`src/rtl/link_turn_scheduler.sv`:
```
// ---------------------------------------------------------------------------
// link_turn_scheduler
//
// Half-duplex turn controller for one player on a shared optical link.
// It alternates between driving the local Encoder (SEND) and waiting for the
// peer's word through the local Decoder (LISTEN). Each received word is
// compared with the expected stream word. A match produces a one-cycle
// success pulse so that upstream LFSR logic can advance. A timeout, a decode
// error or a mismatch makes the block retransmit the current word.
//
// Optional feature: define LINK_STATS_EN to build the three 16-bit saturating
// statistics counters. Without it the statistics ports are tied to zero.
//
// Parameters
//   N_PKT      packet data width
//   TIMEOUT    LISTEN cycles before a retransmit (1..2^20-1)
//   INITIATOR  1 = transmit first after reset, 0 = listen first
//   MAX_RETRY  consecutive failed turns tolerated before link_fail (1..255)
//   SETTLE     cycles waited after a success before sampling data2send (1..15)
//
// Ports
//   clk, rst_n               clock, asynchronous active-low reset
//   data2send                word to transmit this turn
//   data_expected            word the peer must deliver
//   start_ENC / avail_ENC    Encoder start pulse / Encoder ready
//   data_ENC                 word presented to the Encoder (held between sends)
//   data_DEC / avail_DEC     Decoder word / word valid
//   error_DEC                Decoder framing error (qualified by avail_DEC)
//   read_DEC                 one-cycle Decoder consume
//   expected_data_received   one-cycle success pulse
//   err_code                 last outcome: 00 ok, 01 timeout, 10 decode err, 11 mismatch
//   link_fail                sticky: retry count exceeded MAX_RETRY
//   ok_cnt/timeout_cnt/error_cnt  statistics
// ---------------------------------------------------------------------------
module link_turn_scheduler #(
    parameter int N_PKT     = 8,
    parameter int TIMEOUT   = 1465,
    parameter int INITIATOR = 1,
    parameter int MAX_RETRY = 7,
    parameter int SETTLE    = 2
) (
    input  logic             clk,
    input  logic             rst_n,
    input  logic [N_PKT-1:0] data2send,
    input  logic [N_PKT-1:0] data_expected,
    output logic             start_ENC,
    input  logic             avail_ENC,
    output logic [N_PKT-1:0] data_ENC,
    input  logic [N_PKT-1:0] data_DEC,
    input  logic             avail_DEC,
    input  logic             error_DEC,
    output logic             read_DEC,
    output logic             expected_data_received,
    output logic [1:0]       err_code,
    output logic             link_fail,
    output logic [15:0]      ok_cnt,
    output logic [15:0]      timeout_cnt,
    output logic [15:0]      error_cnt
);

    localparam logic [19:0] TIMER_LAST  = 20'(TIMEOUT - 1);
    localparam logic [3:0]  SETTLE_LAST = 4'(SETTLE - 1);
    localparam logic [7:0]  RETRY_LIMIT = 8'(MAX_RETRY);
    localparam bit          IS_INIT     = (INITIATOR != 0);

    typedef enum logic [2:0] {
        S_IDLE,
        S_SEND,
        S_WAIT_TX,
        S_LISTEN,
        S_CHECK,
        S_SETTLE
    } state_t;

    state_t           r_state;
    logic [19:0]      r_timer;
    logic [7:0]       r_retry;
    logic             r_synced;
    logic [3:0]       r_wait;
    logic             r_start_enc;
    logic             r_read_dec;
    logic             r_ok_pulse;
    logic [1:0]       r_err_code;
    logic             r_link_fail;
    logic [N_PKT-1:0] r_data_enc;

    // An unsynchronised responder must wait forever for the first packet.
    logic       w_timer_frozen;
    logic       w_listen_to;
    logic       w_chk_ok;
    logic       w_chk_bad;
    logic       w_fail;
    logic [7:0] w_retry_inc;

    assign w_timer_frozen = !IS_INIT && !r_synced;
    // avail_DEC has priority over the timeout in the same cycle.
    assign w_listen_to = (r_state == S_LISTEN) && !avail_DEC && !w_timer_frozen &&
                         (r_timer == TIMER_LAST);
    assign w_chk_ok    = (r_state == S_CHECK) && !error_DEC && (data_DEC == data_expected);
    assign w_chk_bad   = (r_state == S_CHECK) && !w_chk_ok;
    assign w_fail      = w_listen_to || w_chk_bad;
    assign w_retry_inc = (r_retry == 8'hFF) ? r_retry : r_retry + 8'd1;

    always_ff @(posedge clk or negedge rst_n) begin
        if (!rst_n) begin
            r_state     <= S_IDLE;
            r_timer     <= '0;
            r_retry     <= '0;
            r_synced    <= 1'b0;
            r_wait      <= '0;
            r_start_enc <= 1'b0;
            r_read_dec  <= 1'b0;
            r_ok_pulse  <= 1'b0;
            r_err_code  <= 2'b00;
            r_link_fail <= 1'b0;
            r_data_enc  <= '0;
        end else begin
            r_start_enc <= 1'b0;
            r_read_dec  <= 1'b0;
            r_ok_pulse  <= 1'b0;

            case (r_state)
                S_IDLE: begin
                    r_timer <= '0;
                    r_state <= IS_INIT ? S_SEND : S_LISTEN;
                end
                S_SEND: begin
                    if (avail_ENC) begin
                        r_data_enc  <= data2send;
                        r_start_enc <= 1'b1;
                        r_wait      <= '0;
                        r_state     <= S_WAIT_TX;
                    end
                end
                S_WAIT_TX: begin
                    // The Encoder needs two cycles to drop avail_ENC after a start.
                    if (r_wait < 4'd2) begin
                        r_wait <= r_wait + 4'd1;
                    end else if (avail_ENC) begin
                        r_timer <= '0;
                        r_state <= S_LISTEN;
                    end
                end
                S_LISTEN: begin
                    if (avail_DEC) begin
                        r_read_dec <= 1'b1;
                        r_state    <= S_CHECK;
                    end else if (w_listen_to) begin
                        r_err_code <= 2'b01;
                    end else if (!w_timer_frozen) begin
                        r_timer <= r_timer + 20'd1;
                    end
                end
                S_CHECK: begin
                    if (w_chk_ok) begin
                        r_err_code <= 2'b00;
                        r_ok_pulse <= 1'b1;
                        r_retry    <= '0;
                        r_synced   <= 1'b1;
                        r_wait     <= '0;
                        r_state    <= S_SETTLE;
                    end else begin
                        r_err_code <= error_DEC ? 2'b10 : 2'b11;
                    end
                end
                S_SETTLE: begin
                    if (r_wait == SETTLE_LAST) begin
                        r_state <= S_SEND;
                    end else begin
                        r_wait <= r_wait + 4'd1;
                    end
                end
                default: r_state <= S_IDLE;
            endcase

            // Shared failure path for timeout, decode error and mismatch.
            if (w_fail) begin
                r_retry <= w_retry_inc;
                if (w_retry_inc > RETRY_LIMIT) begin
                    r_link_fail <= 1'b1;
                end
                if (w_chk_bad && w_timer_frozen) begin
                    r_timer <= '0;
                    r_state <= S_LISTEN;
                end else begin
                    r_state <= S_SEND;
                end
            end
        end
    end

    assign start_ENC              = r_start_enc;
    assign read_DEC               = r_read_dec;
    assign data_ENC               = r_data_enc;
    assign expected_data_received = r_ok_pulse;
    assign err_code               = r_err_code;
    assign link_fail              = r_link_fail;

`ifdef LINK_STATS_EN
    logic [15:0] r_ok_cnt;
    logic [15:0] r_timeout_cnt;
    logic [15:0] r_error_cnt;

    always_ff @(posedge clk or negedge rst_n) begin
        if (!rst_n) begin
            r_ok_cnt      <= '0;
            r_timeout_cnt <= '0;
            r_error_cnt   <= '0;
        end else begin
            if (w_chk_ok && r_ok_cnt != 16'hFFFF)
                r_ok_cnt <= r_ok_cnt + 16'd1;
            if (w_listen_to && r_timeout_cnt != 16'hFFFF)
                r_timeout_cnt <= r_timeout_cnt + 16'd1;
            if (w_chk_bad && r_error_cnt != 16'hFFFF)
                r_error_cnt <= r_error_cnt + 16'd1;
        end
    end

    assign ok_cnt      = r_ok_cnt;
    assign timeout_cnt = r_timeout_cnt;
    assign error_cnt   = r_error_cnt;
`else
    assign ok_cnt      = 16'd0;
    assign timeout_cnt = 16'd0;
    assign error_cnt   = 16'd0;
`endif

endmodule

```
`config.mk`:
```
export PLATFORM = sky130hd
export DESIGN_NAME = link_turn_scheduler
export DESIGN_NICKNAME = d
export VERILOG_FILES = /design/src/rtl/link_turn_scheduler.sv
export SDC_FILE = /design/constraint.sdc
export NUM_CORES = 1
export LEC_CHECK = 0
export CAP_MARGIN = 10
export CORE_MARGIN = 2
export CORE_UTILIZATION = 52
export DETAILED_ROUTE_END_ITERATION = 12
export GPL_ROUTABILITY_DRIVEN = 0
export PLACE_DENSITY = 0.86
export SLEW_MARGIN = 20
export SYNTH_ARGS = -nofsm -noshare
export SYNTH_HDL_FRONTEND = slang
export SYNTH_SLANG_ARGS = --single-unit
```
`constraint.sdc`:
```
create_clock -name clk -period 3.5 [get_ports clk]
set_clock_uncertainty 0.1 [all_clocks]
set_input_delay 0.7 -clock clk [delete_from_list [all_inputs] [get_ports clk]]
set_output_delay 0.7 -clock clk [all_outputs]
set_load 0.01 [all_outputs]
```
Word level (Yosys, flattened, before mapping)
Index checks and enable logic that the tools add are counted.

Bits in registers: 49. Bits of input ports: 29. Logic and storage cells: 94.

Add/sub/neg operators: 3. Magnitude comparators: 2. Equal/unequal tests: 24. Muxes and demuxes: 33. Reductions and logical operators: 22.

Operator list (count): two-way mux 20 bit (4); one-hot mux 20 bit (3 select lines) (1); two-way mux 8 bit (4); two-way mux 3 bit (7); adder 20 x 1 -> 20 bit (second input constant) (1); == test 20 x 11 -> 1 bit (second input constant) (1); != test 2 bit (second input constant) (9); != test 3 bit (second input constant) (6); one-hot mux 3 bit (6 select lines) (1); two-way mux 4 bit (4); one-hot mux 4 bit (4 select lines) (1); AND reduction 5 bit (2); adder 8 x 1 -> 8 bit (second input constant) (1); == test 8 bit (1); == test 8 bit (second input constant) (1); > comparator 8 x 3 -> 1 bit (second input constant) (1); two-way mux 1 bit (7); == test 3 x 2 -> 1 bit (second input constant) (2); == test 3 bit (second input constant) (2); two-way mux 2 bit (3); AND reduction 2 bit (3); AND reduction 6 bit (1); nonzero test 2 bit (3); logical AND 1 bit (5); other kinds (11) (13).

Longest topological paths before layout
Gate-level depths: netlist of the first run.

Depth in word-level cells: 8. Depth in mapped cells: 8. Mapped depth without buffers: 7.

Least setup slack after synthesis of the first run
Ideal clock, no wire load.

Kind: input port to flip-flop. From: in avail_ENC. To: reg r_timer[18]. Arrival time: 1.926 ns. Required time: 3.322 ns. Path slack: 1.395 ns. Stages on the path: 5. Buffers on the path: 0. Path through: o31ai_1 a21oi_2 o21ai_0 or3_2 a21oi_1.

Cells in the longest elaborated chain, start to end: 2.

RTL lines: from (decl) (RTL line 47) `input logic avail_ENC,`; != test 2 bit (no source line); AND reduction 5 bit (no source line); to (signal assigned) (RTL line 151) `r_timer <= r_timer + 20'd1;`; to (decl) (RTL line 76) `logic [19:0] r_timer;`.

Every way passes these cells. A chain may end at the register's enable or synchronous reset.

Worst setup path after layout of the first run
Ends and elaborated chain as after synthesis.

==> impl_metrics.ini, run 1 <==
[synthesis]
synth_top_area_share_pct = 38.5
syn_avg_cell_area_um2 = 9.51
synth_edf_count = 0
ys_seq_area_share_pct = 38.5
ys_types = 60
async_flop_share_pct = 100
syn-instance-count = 335
synth_flop_cell = dfrtp_1
ys_ff_latch = 49
synthTopCellsByArea = dfrtp_1 38%, buf_4 12%, xor2_1 3.8%
yosysTopAreaCell = dfrtp_1
netlist_area_mm2 = 0.00319
yosysWarnings = 0

[layout]
layout.cells.most_common = dfrtp_1
area_growth_pct = 12.4
layout_common_cells = 49 x dfrtp_1, 48 x conb_1, 41 x clkdlybuf4s50_1, 20 x nor2_1, 19 x nand2_1
fin_area_mm2 = 0.00358
drive_gt1_share_pct = 9.57
final-instance-count-excl-fill = 451
insertedDiodeCount = 0
fillers = 488
nNetsFinal = 409

[cts]
post-cts-setup-buffer-count = 0
clkSlewWorstSetupHoldPaths_ps = 90
clkLatencyLatePin_ps = 300
cts_buffers = 5
hold_buffers = 0
cts_resized = 0
cts.sinks = 49
cts_tree = yes
cts_root_buf = clkbuf_8
htree_levels = 2
cts_max_path_buffers = 2

[placement]
place_hpwl_um = 4790
dp_cells = 443
place_area_mm2 = 0.00346
port_buffers = 42

[global_route]
grt_max_degree = 50
grt_antenna_before_repair = 0
grt_overflow = 0
grt_pass1_vias = 2399
grt_pass1_wl_um = 10500
top_usage_layer = met2
met3_usage_pct = 3.91
grt_usage_pct = 19.5
use_met1_pct = 22.1
use_met2_pct = 36.4

[critical_path]
crit_start = avail_ENC
cp-end-kind = flop
cp.arrival_ps = 2780
path_class = in2reg
r2r_start = r_state[1]
max_stage_delay_ps = 550
path_cells = clkdlybuf4s50_1 > o31ai_1 > a21oi_2 > o21ai_0 > or3_2 > a21oi_1
r2r_end = r_wait[3]
cp-start-kind = primary input
path_buf_inv = 1
reg2reg_slack_ps = 980
cp_max_fo = 9
r2r_cells = 5
crit_path_end = r_timer[18]
crit_family = compound AO/OA/AOI/OAI gates
crit_slowest_cell = or3_2
cp_num_cells = 6
critPathRequiredTime_ps = 3630

[floorplan]
die-area_mm2 = 0.00677
start_util_pct = 53.8
die_w_um = 82.3
io_pins = 91
row_count = 28
core-area_mm2 = 0.00592
die_h_um = 82.3

[route]
vias_per_cell = 5.53
detail_route.wl_per_cell_um = 14.2
routed_wl_um = 6390
drt_iter0_markers = 58
vias = 2496
first_pass_iters = 5
detail-route-antenna-nets = 0
drc_errors = 0

[timing]
setup_viol = 0
setup_tns_ps = 0
finalCritPeriodShare_pct = 75.7
hold_viol_final = 0
fmax_mhz = 377
drv_slew = 0
tightest_slew_ps = 1020
slew_headroom_pct = 31.6
rsz0062_at_grt = no
period_minus_slack_ps = 2650

[run_status]
status = finished clean

[power_and_ir_drop]
powerDensity_mw_per_mm2 = 558
p_leak_nw = 1.62
ir_drop_mv = 0.493
p_total_mw = 2.00

[hold_path]
hp-class = in2async

[run]
max_cap_viol_count = 0
cells by family after synthesis:
group | count (synthesis) | share of synthesized area, %
compound gates | 69 | 15.3
xor+xnor | 15 | 4.12
fa+ha+maj | 5 | 1.96
buf+inv | 71 | 15.0
flops | 49 | 38.5
mux | 13 | 4.48
other cells | 1 | 0.118
simple gates | 112 | 20.6
cell usage after synthesis (all sizes together), types with 2 or more instances:
master    n
a21oi    15
a22oi     3
a31oi     3
and2      4
and3      7
and3b     2
buf      54
clkbuf    5
dfrtp    49
ha        5
inv      12
mux2     10
mux2i     3
nand2    19
nand2b    2
nand3     9
nand4     8
nor2     21
nor2b     2
nor3     10
nor3b     4
nor4      5
nor4b     2
o2111ai   4
o211ai    6
o21ai    16
o221ai    2
o22ai     2
o2bb2ai   3
o31ai     3
or2       3
or3       9
or4       3
xor2     14
state kept, by name (all words and copies together) (netlist names):
| signal | flops |
|---|---|
| data_ENC | 8 |
| err_code | 2 |
| expected_data_received | 1 |
| link_fail | 1 |
| r_retry | 8 |
| r_state | 3 |
| r_timer | 20 |
| r_wait | 4 |
| read_DEC | 1 |
| start_ENC | 1 |
worst min-delay path by stage:
stage | start | to
final | rst_n | r_timer[13]
after global routing | rst_n | r_timer[13]
after CTS | err_code[1] | err_code[1]
after detailed placement | err_code[1] | err_code[1]
after global placement | err_code[1] | err_code[1]
after floorplan | rst_n | data_ENC[0]
metal layers:
| layer | vias to the layer above | part of all wire, % |
|---|---|---|
| met2 | 74 | 54 |
| met3 | 13 | 4.1 |
| met1 | 1221 | 41 |
| met4 | 0 | 1.3 |
| met5 | - | 0 |
| li1 | 1188 | - |
where the power goes:
part | switching (mW) | leakage, nW | internal (mW)
sequential | 0.124 | 0.638 | 0.688
combinational | 0.389 | 0.923 | 0.380
clock | 0.184 | 0.0585 | 0.233
total | 0.698 | 1.62 | 1.30
through the flow:
stage          setup WS, ps  utilization [%]  hold slack [ps]
2_1_floorplan          1400                -              304
3_3_place_gp            506             58.5              366
3_5_place_dp            405             58.5              372
4_1_cts                 706             60.5              397
5_1_grt                 741             60.5              367
6_report                850             60.5              304
cell type report:
cell class / instances / area (um^2) / area share, %
clock buffer: 7 / 86.3 / 2.41
clock inverter: 1 / 30.0 / 0.838
inverter: 12 / 45.0 / 1.26
multi-input combinational: 262 / 1660 / 46.3
sequential: 49 / 1230 / 34.2
tap: 75 / 93.8 / 2.62
timing repair buffer: 45 / 440 / 12.3
Note: power is estimated with default switching activity, not from simulation.
==> inputs of run 2 (changes only) <==
--- a/config.mk
+++ b/config.mk
@@ -7,10 +7,10 @@
 export LEC_CHECK = 0
 export CAP_MARGIN = 10
 export CORE_MARGIN = 2
-export CORE_UTILIZATION = 52
+export CORE_UTILIZATION = 44
 export DETAILED_ROUTE_END_ITERATION = 12
 export GPL_ROUTABILITY_DRIVEN = 0
-export PLACE_DENSITY = 0.86
+export PLACE_DENSITY = 0.78
 export SLEW_MARGIN = 20
 export SYNTH_ARGS = -nofsm -noshare
 export SYNTH_HDL_FRONTEND = slang
==> constraint.sdc (replaced) <==
create_clock -name clk -period 2.2 [get_ports clk]
set_clock_uncertainty 0.1 [all_clocks]
set_input_delay 0.44 -clock clk [delete_from_list [all_inputs] [get_ports clk]]
set_output_delay 0.44 -clock clk [all_outputs]
set_load 0.01 [all_outputs]
==> run 2 against run 1 <==
Net effect:
- combinational power grew 91%
- power grew 75%
- cell area grew 12%
- setup slack lost 790 ps
- worst hold slack lost 300 ps
- routed wire length grew 9.6%
- die area grew 17%
- sequential power grew 55%
==> impl_metrics.ini, run 2 (synthesized netlist as in run 1, its figures left out) <==
[layout]
area_growth_pct = 25.6
insertedDiodeCount = 0
layout.cells.most_common = dfrtp_1
largest_register_ffs = 20
layout_common_cells = 49 x dfrtp_1, 48 x conb_1, 41 x clkdlybuf4s50_1, 38 x buf_4, 20 x nor2_1
fillers = 633
nNetsFinal = 447
fin_util_pct = 56.1
drive_gt1_share_pct = 20.0
largest_register = r_timer
final-instance-count-excl-fill = 513

[route]
vias_per_cell = 5.05
routed_wl_um = 7000
first_pass_iters = 4
detail-route-antenna-nets = 0
drc_errors = 0
top_layer = met4
wl_met1_um = 3040
vias = 2592
met2_wirelength_um = 3610
dr_wl_met3_um = 285
detail_route.wl_per_cell_um = 13.6
drt_iter0_markers = 144

[power_and_ir_drop]
powerDensity_mw_per_mm2 = 875
internal_power_mw = 2.30
power.share.combinational_pct = 42.0
p_seq_share_pct = 35.9
p_sw_share_pct = 34.4
p_leak_nw = 1.84
ir_drop_mv = 0.613
p_clk_share_pct = 22.1
p_sw_mw = 1.20

[timing]
drv_slew = 0
tightest_slew_ps = 547
period_minus_slack_ps = 2140
hold_ws_ps = 3.26
fmax_mhz = 468
slew_headroom_pct = 63.5
rsz0062_at_grt = yes
finalCritPeriodShare_pct = 97.2
hold_viol_final = 0
setup_viol = 0
setup_tns_ps = 0

[cts]
cts_root_buf = clkbuf_8
cts_buffers = 5
clkLatencyLatePin_ps = 310
cts_tree = yes
clkSlewWorstSetupHoldPaths_ps = 90
cts_max_path_buffers = 2
htree_levels = 2
cts.sinks = 49
hold_buffers = 0

[critical_path]
critPathRequiredTime_ps = 2330
r2r_start = r_timer[1]
cp-end-kind = flop
cp.arrival_ps = 2270
reg2reg_slack_ps = 60
path_class = reg2reg
r2r_cells = 9
cp_max_fo = 7
cp-start-kind = flop
r2r_end = r_retry[7]

[placement]
place_hpwl_um = 5160
dp_cells = 498
port_buffers = 42

[global_route]
grt_antenna_before_repair = 0
grt_overflow = 0
grt_pass1_vias = 2446
grt_pass1_wl_um = 11500
grt_max_degree = 29
grt_usage_pct = 18.2

[floorplan]
die-area_mm2 = 0.00794
start_util_pct = 44.7
die_h_um = 89.1
io_pins = 91
row_count = 31
core-area_mm2 = 0.00714
die_w_um = 89.1

[hold_path]
hp-class = in2async

[run]
max_cap_viol_count = 0

[run_status]
status = finished clean
-- run 2: through the flow --
stage          setup slack, ps  power (mW)  instance area [um^2]
2_1_floorplan              221        2.13                  3360
3_3_place_gp              -144        2.62                  3740
3_5_place_dp              -159        2.66                  3740
4_1_cts                   19.0        3.43                  3880
5_1_grt                  -59.3        3.73                  4000
6_report                  62.6        3.50                  4000
-- run 2: how the worst max path moves through the flow --
stage | startpoint | to | slack [ps] | cells after the start
4_1_cts | r_timer[1] | r_retry[7] | 20 | 9
3_3_place_gp | avail_ENC | r_wait[1] | -140 | 7
2_1_floorplan | r_timer[0] | err_code[1] | 220 | 8
5_1_grt | r_timer[1] | r_retry[7] | -60 | 9
6_report | r_timer[1] | r_retry[7] | 60 | 9
3_5_place_dp | avail_ENC | r_wait[3] | -160 | 7
-- run 2: routing by layer --
layer  up-vias  GRT usage, %
li1       1261             -
met1      1260          24.7
met2        64          30.4
met3         7          2.95
met4         0          4.75
met5         -             0
-- run 2: what timing repair did --
item / 4_1_cts / 5_1_grt
pin swaps: 0 / 11
resized for setup: 0 / 19
buffers inserted: 1 / 6
setup endpoints to repair: 6 / 14
gates cloned: 0 / 1
-- run 2: area by class of cell --
| type | count | area [um^2] | area share, % |
|---|---|---|---|
| clock buffer | 5 | 68.8 | 1.72 |
| clock inverter | 3 | 65.1 | 1.63 |
| inverter | 12 | 45.0 | 1.13 |
| multi-input combinational | 262 | 1730 | 43.2 |
| sequential | 49 | 1230 | 30.6 |
| tap | 99 | 124 | 3.10 |
| timing repair buffer | 83 | 743 | 18.6 |
-- run 2: worst max-delay path, cell delays in order (launching register included) --
cell       delay, ps
dfrtp_1          400
inv_2             90
ha_4             150
nor3b_4          170
nand4_1          140
buf_6            160
nor4_4           370
buf_4            220
o2bb2ai_1         70
a22oi_1          180
-- run 2: power by group through the flow --
stage / clock network [mW] / registers [mW] / logic, mW
floorplan: 0 / 1.29 / 0.847
global placement: 0 / 1.26 / 1.36
detailed placement: 0 / 1.27 / 1.39
CTS: 0.777 / 1.25 / 1.40
global route: 0.817 / 1.29 / 1.62
finish: 0.772 / 1.26 / 1.47
